[config.mk]
export PLATFORM = sky130hd
export DESIGN_NAME = conv_window_feeder
export DESIGN_NICKNAME = d
export VERILOG_FILES = /design/src/rtl/conv_pkg.sv /design/src/rtl/window_mux.sv /design/src/rtl/conv_window_feeder.sv
export SDC_FILE = /design/constraint.sdc
export NUM_CORES = 2
export LEC_CHECK = 0
export ABC_AREA = 0
export CORE_MARGIN = 10
export CORE_UTILIZATION = 55
export DETAILED_ROUTE_END_ITERATION = 8
export PLACE_DENSITY = 0.73
export SYNTH_ARGS = -nofsm -noshare
export SYNTH_HDL_FRONTEND = slang
export SYNTH_HIERARCHICAL = 1
export SYNTH_SLANG_ARGS = --single-unit
[constraint.sdc]
create_clock -name clk -period 16.86 [get_ports clk]
set_input_delay 3.372 -clock clk [delete_from_list [all_inputs] [get_ports clk]]
set_output_delay 3.372 -clock clk [all_outputs]
set_load 0.005 [all_outputs]
[src/rtl/conv_pkg.sv]
// conv_pkg: shared constants, state encoding and array types for the
// convolution input feeder.
//   IMG_W/K_W/N_IMG/DW  : image size, kernel size, images per burst, data width
//   PIX_PER_IMG, BURST_LEN, WIN_PER_IMG : derived burst/window counts
//   state_e             : feeder FSM states
package conv_pkg;
    localparam int IMG_W       = 6;
    localparam int K_W         = 3;
    localparam int N_IMG       = 2;
    localparam int DW          = 8;

    localparam int PIX_PER_IMG = IMG_W * IMG_W;          // 36
    localparam int BURST_LEN   = PIX_PER_IMG * N_IMG;    // 72
    localparam int WIN_SIDE    = IMG_W - K_W + 1;        // 4 windows per row
    localparam int WIN_PER_IMG = WIN_SIDE * WIN_SIDE;    // 16
    localparam int KER_N       = K_W * K_W;              // 9
    localparam int W_N         = 4;                      // 2x2 weights
    localparam int CNT_W       = $clog2(BURST_LEN);      // 7

    typedef enum logic [1:0] {IDLE, LOAD, EMIT} state_e;

    typedef logic [BURST_LEN-1:0][DW-1:0] pix_buf_t;
    typedef logic [KER_N-1:0][DW-1:0]     win_t;
    typedef logic [W_N-1:0][DW-1:0]       wgt_t;
endpackage

[src/rtl/window_mux.sv]
// window_mux: combinational 3x3 window selector.
//   pix : whole captured burst (both images)
//   img : image index of the window
//   pos : window position, row*4+col
//   win : 9 pixels, element (i,j) at index i*3+j
module window_mux
    import conv_pkg::*;
(
    input  pix_buf_t   pix,
    input  logic       img,
    input  logic [3:0] pos,
    output win_t       win
);
    // Top-left pixel of the window inside the flat burst buffer.
    logic [CNT_W-1:0] base;

    assign base = (img ? CNT_W'(PIX_PER_IMG) : '0)
                + CNT_W'(pos[3:2]) * CNT_W'(IMG_W)
                + CNT_W'(pos[1:0]);

    for (genvar i = 0; i < K_W; i++) begin : g_row
        for (genvar j = 0; j < K_W; j++) begin : g_col
            assign win[i*K_W+j] = pix[base + CNT_W'(i*IMG_W + j)];
        end
    end
endmodule

[src/rtl/conv_window_feeder.sv]
// conv_window_feeder: captures a 72-sample burst (two 6x6 images, a 3x3
// kernel, 2x2 weights) and replays the 32 stride-1 3x3 windows over a
// valid/ready handshake.
//   clk, rst            : clock, synchronous active-high reset
//   in_valid/img/ker/weight : input burst
//   win_valid/win_ready : window handshake
//   win_data            : current 3x3 window
//   ker_data, w_data    : kernel and weights of the last completed burst
//   win_img, win_pos, win_last : window tags
//   busy, err           : activity flag, protocol-violation pulse
module conv_window_feeder
    import conv_pkg::*;
(
    input  logic            clk,
    input  logic            rst,
    input  logic            in_valid,
    input  logic [DW-1:0]   img,
    input  logic [DW-1:0]   ker,
    input  logic [DW-1:0]   weight,
    output logic            win_valid,
    input  logic            win_ready,
    output logic [9*DW-1:0] win_data,
    output logic [9*DW-1:0] ker_data,
    output logic [4*DW-1:0] w_data,
    output logic            win_img,
    output logic [3:0]      win_pos,
    output logic            win_last,
    output logic            busy,
    output logic            err
);
    state_e           state_q, state_d;
    logic [CNT_W-1:0] cnt_q, cnt_d;
    pix_buf_t         pix_q, pix_d;
    // Kernel/weights are staged and only published once the burst completes,
    // so an aborted burst never disturbs ker_data/w_data.
    win_t             ker_stage_q, ker_stage_d;
    wgt_t             w_stage_q, w_stage_d;
    win_t             ker_q, ker_d;
    wgt_t             w_q, w_d;
    logic             vld_q, vld_d;
    logic             img_q, img_d;
    logic [3:0]       pos_q, pos_d;
    logic             busy_q, busy_d;
    logic             err_q, err_d;
    logic             last;
    win_t             win_sel;

    assign last = vld_q & img_q & (pos_q == 4'(WIN_PER_IMG-1));

    always_comb begin
        state_d     = state_q;
        cnt_d       = cnt_q;
        pix_d       = pix_q;
        ker_stage_d = ker_stage_q;
        w_stage_d   = w_stage_q;
        ker_d       = ker_q;
        w_d         = w_q;
        vld_d       = vld_q;
        img_d       = img_q;
        pos_d       = pos_q;
        busy_d      = busy_q;
        err_d       = 1'b0;
        case (state_q)
            IDLE: begin
                if (in_valid) begin
                    pix_d[0]       = img;
                    ker_stage_d[0] = ker;
                    w_stage_d[0]   = weight;
                    cnt_d          = CNT_W'(1);
                    busy_d         = 1'b1;
                    state_d        = LOAD;
                end
            end
            LOAD: begin
                if (in_valid) begin
                    pix_d[cnt_q] = img;
                    if (cnt_q < CNT_W'(KER_N)) ker_stage_d[cnt_q[3:0]] = ker;
                    if (cnt_q < CNT_W'(W_N))   w_stage_d[cnt_q[1:0]]   = weight;
                    if (cnt_q == CNT_W'(BURST_LEN-1)) begin
                        cnt_d   = '0;
                        ker_d   = ker_stage_d;
                        w_d     = w_stage_d;
                        vld_d   = 1'b1;
                        img_d   = 1'b0;
                        pos_d   = '0;
                        state_d = EMIT;
                    end else begin
                        cnt_d = cnt_q + CNT_W'(1);
                    end
                end else begin
                    // Burst ended early: drop it without emitting anything.
                    err_d   = 1'b1;
                    cnt_d   = '0;
                    busy_d  = 1'b0;
                    state_d = IDLE;
                end
            end
            EMIT: begin
                err_d = in_valid;
                if (vld_q && win_ready) begin
                    if (last) begin
                        vld_d   = 1'b0;
                        busy_d  = 1'b0;
                        img_d   = 1'b0;
                        pos_d   = '0;
                        state_d = IDLE;
                    end else if (pos_q == 4'(WIN_PER_IMG-1)) begin
                        img_d = ~img_q;
                        pos_d = '0;
                    end else begin
                        pos_d = pos_q + 4'd1;
                    end
                end
            end
            default: state_d = IDLE;
        endcase
    end

    always_ff @(posedge clk) begin
        if (rst) begin
            state_q     <= IDLE;
            cnt_q       <= '0;
            pix_q       <= '0;
            ker_stage_q <= '0;
            w_stage_q   <= '0;
            ker_q       <= '0;
            w_q         <= '0;
            vld_q       <= 1'b0;
            img_q       <= 1'b0;
            pos_q       <= '0;
            busy_q      <= 1'b0;
            err_q       <= 1'b0;
        end else begin
            state_q     <= state_d;
            cnt_q       <= cnt_d;
            pix_q       <= pix_d;
            ker_stage_q <= ker_stage_d;
            w_stage_q   <= w_stage_d;
            ker_q       <= ker_d;
            w_q         <= w_d;
            vld_q       <= vld_d;
            img_q       <= img_d;
            pos_q       <= pos_d;
            busy_q      <= busy_d;
            err_q       <= err_d;
        end
    end

    // Window is selected from registered storage and registered tags, so it
    // has no path from the img input.
    window_mux u_mux (
        .pix (pix_q),
        .img (img_q),
        .pos (pos_q),
        .win (win_sel)
    );

    assign win_data  = win_sel;
    assign ker_data  = ker_q;
    assign w_data    = w_q;
    assign win_valid = vld_q;
    assign win_img   = img_q;
    assign win_pos   = pos_q;
    assign win_last  = last;
    assign busy      = busy_q;
    assign err       = err_q;
endmodule

==> results.toml <==
[status]
outcome = "complete, no violations"

[setup_path]
cp_max_fo = 48
path_delay_family = "buffers and inverters"
slowest_delay_ps = 1110
cp_cell_sequence = "inv_1 -> ha_1 -> fa_4 -> buf_4 -> buf_4 -> a21boi_1 -> or3_1 -> o311ai_1 -> xnor2_2 -> buf_4 -> o2111ai_1 -> o211ai_1 -> clkdlybuf4s50_1"
crit_buf_inv = 5
worst_setup_path_end_kind = "output port"
crit_arrival_ps = 7790
path_common_cell = "buf_4"
cp_slowest_cell = "fa_4"
required_ps = 13490
crit_type = "flip-flop to output port"
start_kind = "flip-flop"

[drt]
routed.top_layer = "met5"
drc = 0
vias = 47800
drt-pass1-iter-count = 6
postRouteAntennaNets = 0
met3_length_um = 28100
dr_wl_met2_um = 93700
initialDrtViolationCount = 6871
met1_length_um = 80400
routed_wl_um = 220000
avgViaCountPerCell = 7.16
avgRoutedWirePerCell_um = 33.0

[die]
die_x_um = 339
core-area_sq_mm = 0.102
die_h_um = 339
start_util_pct = 55.2
die-area_sq_mm = 0.115
ios = 213
placementRows = 117

[clocking]
cts_tree = "yes"
h-tree-depth = 3
cts.sinks = 801
ctsResizeCount = 0
cts_setup_buffers = 0
cts_buffers = 90
clkLatencyLatePin_ps = 720
path_clk_slew_ps = 60
cts_root_buffer = "clkbuf_16"
cts_buffer_depth = 3
hold_buffers = 0

[sta]
fmax_ghz = 0.0896
setup_tns_ps = 0
rsz0062_at_grt = "no"
hold_viol_final = 0
fin_crit_sh_pct = 66.2
slew_viol_final = 0
tightest_slew_ps = 1470
setup_viol = 0
relSlewSlack_pct = 2.02
fin_skew_ps = 30.9
min_period_ps = 11160

[power_and_ir_drop]
leakagePower_uw = 0.0223
power_density_mw_per_mm2 = 69.6
peakVddDrop_v = 0.0000823

[synthesis]
syn_area_per_cell_sq_um = 10.4
synth_nets = 5440
syn_area_sq_mm = 0.0561
synth_cell_types = 87
synth_edf_count = 0
synth_warnings = 6
synthFlopType = "dfxtp_1"
synth.area.top_cells = "dfxtp_1 (29%), mux4_2 (24%), mux2i_1 (18%)"
async_flop_share_pct = 0
ys_ff_latch = 801
ys_seq_area_share_pct = 28.6
syn_inst = 5390
synth_area_leader_cell = "dfxtp_1"
synth.top_cell.area_share_pct = 28.6

[place]
routabilityCongestion = 1.05
dp.cells = 6517
portBuffers = 212
hpwl_um = 155000
place_area_sq_mm = 0.0583

[global_routing]
antenna_found_initial = 10
grt_use_total_pct = 36.9
grt_pass1_wl_um = 319000
grt_pass1_vias = 44800
grt_overflow = 0
grt_max_degree = 141

[run]
cap_violations = 0

[finish]
fin_cells = 6681
fin_area_sq_mm = 0.0615
nFillCells = 8422
drive_gt1_share_pct = 19.8
syn2layout_area_growth_pct = 9.49
nNetsFinal = 5291

[min_path]
min_path_type = "flip-flop to flip-flop"
==> Yosys cell counts, drive strengths merged, types with 5 or more instances <==
master,instances
mux2i,1024
nor2,812
dfxtp,801
mux4,609
nand2,407
buf,328
clkbuf,221
o21ai,214
a21oi,152
mux2,100
a211oi,78
nor3,74
nand3,58
o211ai,50
a22oi,30
xnor2,27
nor2b,26
o221ai,25
inv,22
or4,22
and2,21
ha,21
o22ai,21
nand2b,19
and3,18
o211a,18
a221oi,16
a311oi,16
nand4,16
a22o,14
o21a,14
a31oi,10
a21o,9
xor2,9
a32oi,7
nor4,7
o22a,7
o31ai,6
or3,5
or4b,5
==> where the power goes <==
| group | internal, uW | total (uW) | switching, uW |
|---|---|---|---|
| Clock | 1240 | 2120 | 878 |
| Combinational | 71.9 | 249 | 177 |
| Sequential | 1900 | 1910 | 8.77 |
| Total | 3210 | 4280 | 1060 |
==> flip-flops by register name (all words and copies together), names as in the netlist <==
name         cells
w_stage_q       32
win_img          1
pix_q          576
ker_stage_q     72
cnt_q            7
err              1
ker_data        72
win_pos          4
state_q          2
win_valid        1
busy             1
w_data          32
==> placed cells by master (no fill, tap or decap), types with 17 or more instances in the layout <==
master,n
mux2_2,85
clkdlybuf4s50_1,203
clkinv_2,17
a211oi_1,78
o221ai_1,25
nand2b_1,17
nor2_1,807
o211ai_1,50
nand3_1,57
or4_1,20
ha_1,18
buf_4,94
o21ai_1,36
and2_1,21
nor3_1,18
clkbuf_1,18
clkbuf_16,91
o21ai_0,178
nand2_1,406
o211a_1,18
nor2b_1,26
mux2i_1,1024
mux4_2,609
dfxtp_1,800
a22oi_1,30
and3_1,18
nor3_4,46
a21oi_1,150
o22ai_1,21
==> per-layer routing <==
| layer | global-route usage [%] | vias to the layer above |
|---|---|---|
| li1 | - | 19900 |
| met5 | 0 | - |
| met3 | 11.0 | 736 |
| met2 | 54.0 | 3350 |
| met1 | 47.1 | 23800 |
| met4 | 24.7 | 10 |
==> final cells by class <==
| type | instances | area [sq um] | area share [%] |
|---|---|---|---|
| Antenna cell | 1 | 2.50 | 0.00407 |
| Clock buffer | 121 | 2510 | 4.08 |
| Clock inverter | 42 | 639 | 1.04 |
| Inverter | 23 | 92.6 | 0.151 |
| Multi-Input combinational cell | 4017 | 37600 | 61.2 |
| Sequential cell | 801 | 16000 | 26.1 |
| Tap cell | 1368 | 1710 | 2.79 |
| Timing Repair Buffer | 308 | 2830 | 4.61 |
==> worst paths after layout <==
kind	startpoint	to	slack, ps	depth (start not counted)
min	ker_stage_q[14]	ker_stage_q[14]	500	2
max reg2reg	win_pos[0]	busy	13170	6
min reg2reg	ker_stage_q[14]	ker_stage_q[14]	500	2
max	win_pos[2]	win_data[58]	5700	13
==> worst min-delay path, delay by kind of cell, from the launching register on <==
kind / cells / cell delay, ps
DFF: 1 / 330
muxes: 1 / 70
and+or+nand+nor: 1 / 70
==> kinds of logic (layout without fill, tap and decap cells) <==
| group | Yosys count | in the layout | synth area share [%] |
|---|---|---|---|
| and+or+nand+nor | 1510 | 1510 | 12.4 |
| AOI/OAI and AO/OA | 713 | 713 | 8.24 |
| adders and majority gates | 22 | 22 | 0.504 |
| xor gates and xnor gates | 39 | 39 | 0.869 |
| muxes | 1733 | 1733 | 44.7 |
| DFF | 801 | 801 | 28.6 |
| other | 0 | 1 | 0 |
| buffers and inverters | 572 | 494 | 4.74 |
==> per-stage QoR <==
step	hold WS, ps	setup WS (ps)	utilization [%]	total power (uW)
detailed placement	486	6620	57.4	2200
floorplan	452	8850	-	2120
CTS	501	5880	60.5	4290
global route	519	5500	60.5	4370
global placement	468	6730	57.4	2190
finish	498	5700	60.5	4280
(Power assumes the default switching activity.)
